$ cat config.mk
export PLATFORM = sky130hd
export DESIGN_NAME = vrf_elem_sequencer_flat
export DESIGN_NICKNAME = d
export VERILOG_FILES = /design/src/rtl/vrf_elem_sequencer_pkg.sv /design/src/rtl/vrf_elem_sequencer_if.sv /design/src/rtl/vrf_elem_sequencer_alu.sv /design/src/rtl/vrf_elem_sequencer.sv /design/src/flat_wrapper.sv
export SDC_FILE = /design/constraint.sdc
export NUM_CORES = 1
export LEC_CHECK = 0
export ABC_AREA = 1
export BUFFER_PORTS_ARGS = -buffer_cell sky130_fd_sc_hd__buf_2
export CAP_MARGIN = 20
export CORE_AREA = 2 2 140 142
export DETAILED_ROUTE_END_ITERATION = 8
export DIE_AREA = 0 0 142 144
export HOLD_SLACK_MARGIN = 0.02
export MAX_ROUTING_LAYER = met4
export PLACE_DENSITY_LB_ADDON = 0.1
export SYNTH_ARGS = -nofsm -noshare
export SYNTH_HDL_FRONTEND = slang
export SYNTH_SLANG_ARGS = --single-unit
export TNS_END_PERCENT = 5
$ cat constraint.sdc
create_clock -name clk -period 1.9 [get_ports clk]
set_input_delay 0.38 -clock clk [delete_from_list [all_inputs] [get_ports clk]]
set_output_delay 0.38 -clock clk [all_outputs]
set_load 0.02 [all_outputs]
$ cat src/rtl/vrf_elem_sequencer_pkg.sv
// Shared types for the element-serial vector sequencer: ALU opcodes and FSM states.
package vec_seq_pkg;

    // Codes 6 and 7 both copy vs1 (MV).
    typedef enum logic [2:0] {
        OP_ADD    = 3'd0,
        OP_SUB    = 3'd1,
        OP_AND    = 3'd2,
        OP_OR     = 3'd3,
        OP_XOR    = 3'd4,
        OP_MAX    = 3'd5,
        OP_MV     = 3'd6,
        OP_MV_ALT = 3'd7
    } vec_op_e;

    typedef enum logic [1:0] {
        S_IDLE  = 2'd0,
        S_RUN   = 2'd1,
        S_DRAIN = 2'd2
    } seq_state_e;

endpackage

$ cat src/rtl/vrf_elem_sequencer_if.sv
// Command handshake plus register-file read/write ports of the vector sequencer.
interface vrf_elem_sequencer_if #(
    parameter int unsigned ADDR_WIDTH = 5,
    parameter int unsigned DATA_WIDTH = 32
);
    logic                  cmd_valid;
    logic                  cmd_ready;
    logic [2:0]            cmd_op;
    logic [ADDR_WIDTH-1:0] cmd_vd;
    logic [ADDR_WIDTH-1:0] cmd_vs1;
    logic [ADDR_WIDTH-1:0] cmd_vs2;
    logic [ADDR_WIDTH:0]   cmd_vl;

    logic [ADDR_WIDTH-1:0] rAddr1_1;
    logic [ADDR_WIDTH-1:0] rAddr2_1;
    logic [DATA_WIDTH-1:0] rData1;
    logic [ADDR_WIDTH-1:0] rAddr1_2;
    logic [ADDR_WIDTH-1:0] rAddr2_2;
    logic [DATA_WIDTH-1:0] rData2;

    logic [ADDR_WIDTH-1:0] wAddr1;
    logic [ADDR_WIDTH-1:0] wAddr2;
    logic [DATA_WIDTH-1:0] wData;
    logic                  wEnable;

    // Sequencer side: accepts commands, initiates register-file traffic.
    modport master (
        input  cmd_valid, cmd_op, cmd_vd, cmd_vs1, cmd_vs2, cmd_vl, rData1, rData2,
        output cmd_ready, rAddr1_1, rAddr2_1, rAddr1_2, rAddr2_2,
               wAddr1, wAddr2, wData, wEnable
    );

    // Decoder / register-file side.
    modport slave (
        output cmd_valid, cmd_op, cmd_vd, cmd_vs1, cmd_vs2, cmd_vl, rData1, rData2,
        input  cmd_ready, rAddr1_1, rAddr2_1, rAddr1_2, rAddr2_2,
               wAddr1, wAddr2, wData, wEnable
    );

endinterface

$ cat src/rtl/vrf_elem_sequencer_alu.sv
// Combinational per-element ALU; results wrap, MAX is signed, MV forwards operand a.
module vec_alu_elem
    import vec_seq_pkg::*;
#(
    parameter int unsigned DATA_WIDTH = 32
) (
    input  vec_op_e               op,
    input  logic [DATA_WIDTH-1:0] a,
    input  logic [DATA_WIDTH-1:0] b,
    output logic [DATA_WIDTH-1:0] y
);

    always_comb begin
        y = a;
        case (op)
            OP_ADD:  y = a + b;
            OP_SUB:  y = a - b;
            OP_AND:  y = a & b;
            OP_OR:   y = a | b;
            OP_XOR:  y = a ^ b;
            OP_MAX:  y = ($signed(a) > $signed(b)) ? a : b;
            default: y = a;
        endcase
    end

endmodule

$ cat src/rtl/vrf_elem_sequencer.sv
// Element-serial vector sequencer: latches one command, reads vs1/vs2 per element,
// writes vd one cycle later through a registered write stage.
module vrf_elem_sequencer
    import vec_seq_pkg::*;
#(
    parameter int unsigned ADDR_WIDTH = 5,
    parameter int unsigned DATA_WIDTH = 32,
    parameter int unsigned NUM_REG    = 6,
    parameter int unsigned NUM_ELE    = 32
) (
    input  logic                 clk,
    input  logic                 reset_n,
    vrf_elem_sequencer_if.master bus,
    output logic                 busy,
    output logic                 done
);

    if ((NUM_REG > (1 << ADDR_WIDTH)) || (NUM_ELE > (1 << ADDR_WIDTH))) begin : g_param_check
        $error("NUM_REG/NUM_ELE do not fit in ADDR_WIDTH");
    end

    localparam logic [ADDR_WIDTH:0] VL_MAX = (ADDR_WIDTH + 1)'(NUM_ELE);

    seq_state_e            state;
    seq_state_e            state_nxt;
    logic [ADDR_WIDTH-1:0] idx;
    logic [ADDR_WIDTH-1:0] vd_q;
    logic [ADDR_WIDTH-1:0] vs1_q;
    logic [ADDR_WIDTH-1:0] vs2_q;
    logic [ADDR_WIDTH:0]   vl_q;
    vec_op_e               op_q;

    logic                  accept;
    logic                  last_elem;
    logic [ADDR_WIDTH:0]   vl_clamped;
    logic [DATA_WIDTH-1:0] alu_y;

    logic                  w_en_q;
    logic [ADDR_WIDTH-1:0] w_addr1_q;
    logic [ADDR_WIDTH-1:0] w_addr2_q;
    logic [DATA_WIDTH-1:0] w_data_q;

    assign accept     = bus.cmd_valid && (state == S_IDLE);
    assign vl_clamped = (bus.cmd_vl > VL_MAX) ? VL_MAX : bus.cmd_vl;
    assign last_elem  = ({1'b0, idx} == (vl_q - 1'b1));

    always_comb begin
        state_nxt = state;
        case (state)
            S_IDLE:  if (accept) state_nxt = (vl_clamped == '0) ? S_DRAIN : S_RUN;
            S_RUN:   if (last_elem) state_nxt = S_DRAIN;
            S_DRAIN: state_nxt = S_IDLE;
            default: state_nxt = S_IDLE;
        endcase
    end

    always_ff @(posedge clk or negedge reset_n) begin
        if (!reset_n) begin
            state <= S_IDLE;
        end else begin
            state <= state_nxt;
        end
    end

    // idx parks on the last element; the next accept rewinds it.
    always_ff @(posedge clk or negedge reset_n) begin
        if (!reset_n) begin
            idx   <= '0;
            vd_q  <= '0;
            vs1_q <= '0;
            vs2_q <= '0;
            vl_q  <= '0;
            op_q  <= OP_ADD;
        end else if (accept) begin
            idx   <= '0;
            vd_q  <= bus.cmd_vd;
            vs1_q <= bus.cmd_vs1;
            vs2_q <= bus.cmd_vs2;
            vl_q  <= vl_clamped;
            op_q  <= vec_op_e'(bus.cmd_op);
        end else if ((state == S_RUN) && !last_elem) begin
            idx <= idx + 1'b1;
        end
    end

    vec_alu_elem #(
        .DATA_WIDTH(DATA_WIDTH)
    ) u_alu (
        .op(op_q),
        .a (bus.rData1),
        .b (bus.rData2),
        .y (alu_y)
    );

    always_ff @(posedge clk or negedge reset_n) begin
        if (!reset_n) begin
            w_en_q    <= 1'b0;
            w_addr1_q <= '0;
            w_addr2_q <= '0;
            w_data_q  <= '0;
        end else if (state == S_RUN) begin
            w_en_q    <= 1'b1;
            w_addr1_q <= vd_q;
            w_addr2_q <= idx;
            w_data_q  <= alu_y;
        end else begin
            w_en_q    <= 1'b0;
            w_addr1_q <= '0;
            w_addr2_q <= '0;
            w_data_q  <= '0;
        end
    end

    assign bus.rAddr1_1  = (state == S_RUN) ? vs1_q : '0;
    assign bus.rAddr2_1  = (state == S_RUN) ? idx   : '0;
    assign bus.rAddr1_2  = (state == S_RUN) ? vs2_q : '0;
    assign bus.rAddr2_2  = (state == S_RUN) ? idx   : '0;

    assign bus.wEnable   = w_en_q;
    assign bus.wAddr1    = w_addr1_q;
    assign bus.wAddr2    = w_addr2_q;
    assign bus.wData     = w_data_q;

    assign bus.cmd_ready = (state == S_IDLE);
    assign busy          = (state != S_IDLE);
    assign done          = (state == S_DRAIN);

endmodule

$ cat src/flat_wrapper.sv
// flat-port wrapper written by rule: the top's interface ports become plain ports
module vrf_elem_sequencer_flat import vec_seq_pkg::*;
#(
    parameter int unsigned ADDR_WIDTH = 5,
    parameter int unsigned DATA_WIDTH = 32,
    parameter int unsigned NUM_REG    = 6,
    parameter int unsigned NUM_ELE    = 32
)
  (clk, reset_n, busy, done, bus_cmd_valid, bus_cmd_op, bus_cmd_vd, bus_cmd_vs1, bus_cmd_vs2, bus_cmd_vl, bus_rData1, bus_rData2, bus_cmd_ready, bus_rAddr1_1, bus_rAddr2_1, bus_rAddr1_2, bus_rAddr2_2, bus_wAddr1, bus_wAddr2, bus_wData, bus_wEnable);
  vrf_elem_sequencer_if #(.ADDR_WIDTH(ADDR_WIDTH), .DATA_WIDTH(DATA_WIDTH)) bus_i ();
  input  logic clk;
  input  logic reset_n;
  output logic busy;
  output logic done;
  input wire logic [$bits(bus_i.cmd_valid)-1:0] bus_cmd_valid;
  input wire logic [$bits(bus_i.cmd_op)-1:0] bus_cmd_op;
  input wire logic [$bits(bus_i.cmd_vd)-1:0] bus_cmd_vd;
  input wire logic [$bits(bus_i.cmd_vs1)-1:0] bus_cmd_vs1;
  input wire logic [$bits(bus_i.cmd_vs2)-1:0] bus_cmd_vs2;
  input wire logic [$bits(bus_i.cmd_vl)-1:0] bus_cmd_vl;
  input wire logic [$bits(bus_i.rData1)-1:0] bus_rData1;
  input wire logic [$bits(bus_i.rData2)-1:0] bus_rData2;
  output wire logic [$bits(bus_i.cmd_ready)-1:0] bus_cmd_ready;
  output wire logic [$bits(bus_i.rAddr1_1)-1:0] bus_rAddr1_1;
  output wire logic [$bits(bus_i.rAddr2_1)-1:0] bus_rAddr2_1;
  output wire logic [$bits(bus_i.rAddr1_2)-1:0] bus_rAddr1_2;
  output wire logic [$bits(bus_i.rAddr2_2)-1:0] bus_rAddr2_2;
  output wire logic [$bits(bus_i.wAddr1)-1:0] bus_wAddr1;
  output wire logic [$bits(bus_i.wAddr2)-1:0] bus_wAddr2;
  output wire logic [$bits(bus_i.wData)-1:0] bus_wData;
  output wire logic [$bits(bus_i.wEnable)-1:0] bus_wEnable;
  assign bus_i.cmd_valid = bus_cmd_valid;
  assign bus_i.cmd_op = bus_cmd_op;
  assign bus_i.cmd_vd = bus_cmd_vd;
  assign bus_i.cmd_vs1 = bus_cmd_vs1;
  assign bus_i.cmd_vs2 = bus_cmd_vs2;
  assign bus_i.cmd_vl = bus_cmd_vl;
  assign bus_i.rData1 = bus_rData1;
  assign bus_i.rData2 = bus_rData2;
  assign bus_cmd_ready = bus_i.cmd_ready;
  assign bus_rAddr1_1 = bus_i.rAddr1_1;
  assign bus_rAddr2_1 = bus_i.rAddr2_1;
  assign bus_rAddr1_2 = bus_i.rAddr1_2;
  assign bus_rAddr2_2 = bus_i.rAddr2_2;
  assign bus_wAddr1 = bus_i.wAddr1;
  assign bus_wAddr2 = bus_i.wAddr2;
  assign bus_wData = bus_i.wData;
  assign bus_wEnable = bus_i.wEnable;
  vrf_elem_sequencer #(.ADDR_WIDTH(ADDR_WIDTH), .DATA_WIDTH(DATA_WIDTH), .NUM_REG(NUM_REG), .NUM_ELE(NUM_ELE)) u_core (.clk(clk), .reset_n(reset_n), .bus(bus_i), .busy(busy), .done(done));
endmodule
Yosys cells after proc, flatten, opt, wreduce, memory -nomap -nowiden
Cells that the tools add are included.
{ "word_totals": {"register_bits": 74, "romBits": 0, "n_memories": 0, "out_inout_bits": 66, "ram_bits": 0, "latch_bits": 0, "elab_cells": 54} }
{ "op_classes": {"mux": 15, "n_bitwise": 3, "n_div": 0, "add_sub_neg": 4, "magnitude_cmp": 2, "n_eq_ne": 10, "n_shift": 0, "mul": 0, "n_reduce_logical": 9} }
{ "ops": {"columns": ["op", "count"], "rows": [
  ["$pmux 32 s6", 1],
  ["$mux 32", 2],
  ["$add 32x32->32", 1],
  ["$and 32x32->32", 1],
  ["$gt 32x32->1", 1],
  ["$or 32x32->32", 1],
  ["$sub 32x32->32", 1],
  ["$xor 32x32->32", 1],
  ["$mux 5", 6],
  ["$eq 3x2->1 const B", 2],
  ["$eq 3x3->1 const B", 2],
  ["$eq 5x6->1", 1],
  ["$gt 6x6->1 const B", 1],
  ["$logic_not 6->1", 1],
  ["$mux 2", 3],
  ["$mux 6", 1],
  ["$sub 6x1->6 const B", 1],
  ["$add 5x1->5 const B", 1],
  ["$ne 2x1->1 const B", 2],
  ["$pmux 2 s2", 1],
  ["$reduce_bool 2->1", 2],
  ["$eq 3x1->1 const B", 1],
  ["$logic_not 3->1", 1],
  ["$eq 2x1->1 const B", 1],
  ["other kinds (6)", 7]
]} }

Logic depth before layout (Yosys ltp)
{ "depth": {"ltp_word": 6, "mapped_depth": 20} }

Cells and area by module
From an unflattened synthesis, not the netlist that was laid out.
{ "unflattened": {"cells_unflattened": 1651, "hier_area_um2": 9935.8} }
{ "modules_own_cells": {"columns": ["module", "cells_per_inst", "instances", "area_each_um2"], "rows": [
  ["vec_alu_elem", 1318, 1, 6931.6],
  ["vrf_elem_sequencer", 333, 1, 3004.1]
]} }

Worst setup path before layout
No wires, ideal clock.
{ "synth_timing": {"path_kind": "input port to flip-flop", "start": "in bus_rData2[0]", "end": "reg u_core.w_data_q[22] (netlist: u_core.bus.wData[22])", "arrival_time_ns": 2.183, "t_required_ns": 1.774, "path_buffers": 0, "cell_stages": 10, "path_slack_ns": -0.408, "cell_sequence": "ha_1 > fa_1 > nand3_1 > nand2_1 > a21boi_0 > o21ai_1 > a21o_1 > or2_1 > a21oi_1 > a21oi_2"} }
{ "synth_via": {"elab_chain_len": 4, "word_cells_on_any_way": 6, "cone_classes": "add/sub (2); order compare (1); mux (3)"} }
{ "synth_lines": {"columns": ["element", "line", "text"], "rows": [
  ["from (decl)", "flat_wrapper.sv:22", "input wire logic [$bits(bus_i.rData2)-1:0] bus_rData2;"],
  ["$gt 32x32->1", "vrf_elem_sequencer_alu.sv:21", "OP_MAX: y = ($signed(a) > $signed(b)) ? a : b;"],
  ["$mux 32", "vrf_elem_sequencer_alu.sv:21", null],
  ["$pmux 32 s6 (*)", "vrf_elem_sequencer_alu.sv:15", "case (op)"],
  ["$mux 32 (*)", "vrf_elem_sequencer.sv:101", "end else if (state == S_RUN) begin"],
  ["to (signal assigned)", "vrf_elem_sequencer.sv:105", "w_data_q <= alu_y;"],
  ["to (decl)", "vrf_elem_sequencer.sv:41", "logic [DATA_WIDTH-1:0] w_data_q;"]
]} }
Mark *: on every way between the ends. The rest lies on a longest branch, timed or not.
A chain may end at the register's enable or synchronous reset.

Worst setup path in the final report
{ "layout_timing": {"start": "in bus_rData1[0]", "end": "reg u_core.w_data_q[19] (netlist: u_core.bus.wData[19])"} }
{ "layout_via": {"elab_chain_len": 4, "word_cells_on_any_way": 6, "cone_classes": "add/sub (2); order compare (1); mux (3)"} }
{ "layout_lines": {"columns": ["element", "line", "text"], "rows": [
  ["from (decl)", "flat_wrapper.sv:21", "input wire logic [$bits(bus_i.rData1)-1:0] bus_rData1;"],
  ["$gt 32x32->1", "vrf_elem_sequencer_alu.sv:21", null],
  ["$mux 32", "vrf_elem_sequencer_alu.sv:21", null],
  ["$pmux 32 s6 (*)", "vrf_elem_sequencer_alu.sv:15", null],
  ["$mux 32 (*)", "vrf_elem_sequencer.sv:101", null]
]} }
Marked as above.

==> impl_metrics.csv <==
group,metric,value,unit
worst_setup_path,cp-end-kind,"register",
final_layout,finalNonFillerCells,2169,
grt,grt_pass1_vias,11000,
grt,grt_usage,0.369,
sta,tns,-7.01,ns
final_layout,final_cell_area,14000,µm²
grt,grt.overflow.total,0,
worst_setup_path,cp_cell_sequence,"buf_12, inv_12, ha_4, inv_2, fa_2, nand2_4, nand2_4, nand3_4, nand2_4, nand2_4, nand2_4, nand2_4, nand2_2, nand2_2, nand3_4, buf_12, o211ai_1, a21oi_1",
drt,routed_wl,38000,µm
synthesis,seq_area_frac_synth,0.198,
worst_setup_path,critPathBufInv,4,
cts,clock_path_buffers,2,
synthesis,yosysWarnings,0,
drt,routedWlPerCell,17.5,µm
die,rows,51,
synthesis,ys_seq_elements,74,
worst_setup_path,reg2regPathDepth,8,
worst_hold_path,hold_path_startpoint,"bus_cmd_vs2[4]",
synthesis,synthCells,1463,
final_layout,fill_cells,1609,
sta,clock_skew,0.0188,ns
cts,clkTransAtPathRegs,0.06,ns
cts,cts_root_buf,"clkbuf_16",
synthesis,synth_edf_count,0,
grt,grt_pass1_wl,56900,µm
die,die_w,142,µm
cts,ctsHtreeMaxLevel,3,
die,fp.coreArea,19100,µm²
sta,fin_crit,2.15,ns
sta,setup_viol,34,
cts,numClockSinks,74,
sta,maxSlewViolCount,0,
cts,clk_latency,0.37,ns
power,cellPowerDensity,966,nW/µm²
die,initial_core_util,0.490,
die,dieArea,20400,µm²
drt,viasPerCell,5.51,
sta,worstMarginPinSlew,0.601,ns
worst_setup_path,arrival,2.38,ns
final_layout,regArea,1850,µm²
sta,max-slew-margin-rel,0.589,
worst_setup_path,cp_slowest_cell,"fa_2",
drt,first_pass_iters,5,
cts,cts_tree,"done",
grt,globalRouteMet3Util,0.0427,
cts,numCtsBuffers,9,
power,p_leak,7.30,nW
synthesis,ys_types,50,
final_layout,drive_gt1_frac,0.400,
worst_setup_path,critical_path.top_delay_family,"simple AND/OR/NAND/NOR gates",
worst_setup_path,cpPeakStageDelay,0.36,ns
synthesis,syn_area,9350,µm²
synthesis,synth_fp_nets,1654,
outcome,outcome,"finished, violations left",
worst_hold_path,hold-path-cell-count,3,
final_layout,fin_util,0.734,
worst_setup_path,crit_fanout,10,
worst_setup_path,critPathKind,"in2reg",
final_layout,nNetsFinal,2117,
drt,via_count,12000,
synthesis,postSynthAreaPerCell,6.39,µm²
sta,rsz0062_at_grt,"true",
die,io_pins,157,
sta,fmax,465,MHz
placement,io_buffers,156,
sta,finalHoldViolations,0,
worst_setup_path,crit_required,2.13,ns
grt,antenna_found_initial,0,
placement,dp.cells,2146,
grt,grt_start_max_net_pins,38,
power,ir_drop,0.777,mV
power,power.total,0.0135,W
worst_setup_path,regToRegSetupSlack,-0.09,ns
synthesis,synth-main-ff-cell,"dfrtp_1",
grt,busiest_layer,"met2",
grt,use_met1,0.491,
sta,fin_crit_sh,1.13,
placement,routabilityCongestion,1.03,
outcome,violations,"setup timing",
drt,drtIter0Drc,882,
worst_setup_path,critPathLaunchType,"input pin",
placement,post-dp-hpwl,29200,µm
sta,setup_ws,-0.249,ns
final_layout,synthToLayoutAreaGrowth,49.9,%
final_layout,multi_input_area,7080,µm²
grt,gr-usage-met2,0.593,
run,maxCapViolations,0,
final_layout,n_antenna_cell,0,
drt,drc_errors,0,
synthesis,async_reset_ff_frac,1.00,
worst_setup_path,timing.rr.start,"u_core.op_q[1]$_DFFE_PN0P_",
placement,place_area,13000,µm²
worst_hold_path,hold_path.class,"in2reg",
worst_setup_path,r2r-end,"u_core.bus.wData[2]$_DFF_PN0_",
die,die_h,144,µm
worst_setup_path,cpMostUsedCell,"nand2_4",
worst_hold_path,holdPathEnd,"u_core.vs2_q[4]$_DFFE_PN0P_",
drt,ant_nets,0,
## synthesized netlist by cell type (5+ instances only)
cell       count  area (µm²)
a211oi_1      12        90.1
a21oi_1      129         646
a21oi_2       21         184
a31oi_1        5        31.3
buf_2         13        65.1
buf_4         16         120
buf_6          5        56.3
clkbuf_1      25        93.8
dfrtp_1       74        1850
ha_1          98        1230
inv_1        195         732
inv_2         23        86.3
nand2_1      308        1160
nand2_2       24         150
nand3_1       87         435
nand4_1       15        93.8
nor2_1       149         559
nor2_2         5        31.3
nor2_4         5        56.3
nor3_1        15        75.1
nor4_1         6        37.5
o2111ai_1      5        43.8
o211ai_1      11        82.6
o211ai_2      16         200
o21ai_0      122         611
o21bai_1      13        97.6
o22ai_1       14        87.6
xor2_1         9        78.8
## area by class of cell
type / count / area share
Clock inverter: 7 / 0.00590
Inverter: 219 / 0.0608
Sequential cell: 74 / 0.132
Timing Repair Buffer: 512 / 0.258
Multi-Input combinational cell: 1110 / 0.505
Tap cell: 238 / 0.0213
Clock buffer: 9 / 0.0161
## per-layer routing
metal / routed length (µm) / vias up
li1: - / 5724
met1: 16900 / 5644
met2: 17500 / 532
met3: 2870 / 59
met4: 778 / 0
met5: 0 / -
## per-stage QoR
step                hold slack, ns  worst slack (ns)
global placement             0.314            -0.729
global route                 0.251            -0.370
CTS                          0.242            -0.296
detailed placement           0.312            -0.790
floorplan                   0.0844            -0.345
finish                       0.243            -0.249
## where the power goes
part	internal, W	switching, W
Combinational	0.00359	0.00563
Sequential	0.00217	0.000253
Clock	0.00104	0.000846
## kinds of logic (layout without fill, tap and decap cells)
family / Yosys count / after routing / share of synthesized area
compound gates: 366 / 366 / 0.236
xor+xnor: 13 / 13 / 0.0122
fa+ha+maj: 100 / 100 / 0.135
buf+inv: 279 / 747 / 0.124
flops: 74 / 74 / 0.198
simple gates: 631 / 631 / 0.293
## sequential cells by signal, summed over array words and instances (netlist names)
| signal | count |
|---|---|
| u_core.bus.wAddr1 | 5 |
| u_core.bus.wAddr2 | 5 |
| u_core.bus.wData | 32 |
| u_core.bus.wEnable | 1 |
| u_core.idx | 5 |
| u_core.op_q | 3 |
| u_core.state | 2 |
| u_core.vd_q | 5 |
| u_core.vl_q | 6 |
| u_core.vs1_q | 5 |
| u_core.vs2_q | 5 |
## worst max-delay path by stage
stage,from,slack (ns),endpoint,depth (start not counted)
global placement,bus_rData1[0],-0.73,u_core.bus.wData[24]$_DFF_PN0_,15
global route,bus_rData2[10],-0.37,u_core.bus.wData[16]$_DFF_PN0_,16
floorplan,bus_rData1[0],-0.34,u_core.bus.wData[12]$_DFF_PN0_,18
detailed placement,bus_rData1[0],-0.79,u_core.bus.wData[16]$_DFF_PN0_,19
finish,bus_rData1[0],-0.25,u_core.bus.wData[19]$_DFF_PN0_,18
CTS,bus_rData1[0],-0.30,u_core.bus.wData[24]$_DFF_PN0_,15
## worst reg2reg max path, cell delays in order (launching register included)
cell,delay [ns]
dfrtp_1,0.47
nor2_1,0.11
inv_1,0.08
nor2_1,0.06
inv_1,0.27
o22ai_1,0.13
a2111oi_0,0.50
buf_4,0.22
a21oi_1,0.06
## cell usage in the layout, fill, tap and decap left out, types with 7 or more instances in the layout
cell type	count
nor2_4	12
nor3_1	12
nor2_2	20
o21bai_1	12
a211oi_1	12
inv_2	37
buf_4	342
nand2_4	8
nand3_2	8
buf_2	154
nand2_2	44
nand4_1	15
nand3_1	77
o211ai_2	16
o21ai_1	10
o21ai_0	110
dfrtp_1	74
xor2_1	7
o211ai_1	11
inv_1	174
clkbuf_16	9
buf_12	11
o22ai_1	14
ha_1	68
nor2_1	127
nand2_1	281
ha_4	24
a21oi_2	37
a21oi_1	110
## repair_timing
action,CTS,global route
setup endpoints to repair,47,54
gates resized for setup,53,127
pin swaps,15,25
hold buffers,1,0
buffers inserted,5,3
hold endpoints to repair,24,0
gates cloned,2,0
Power figures use the tool's default switching activity.
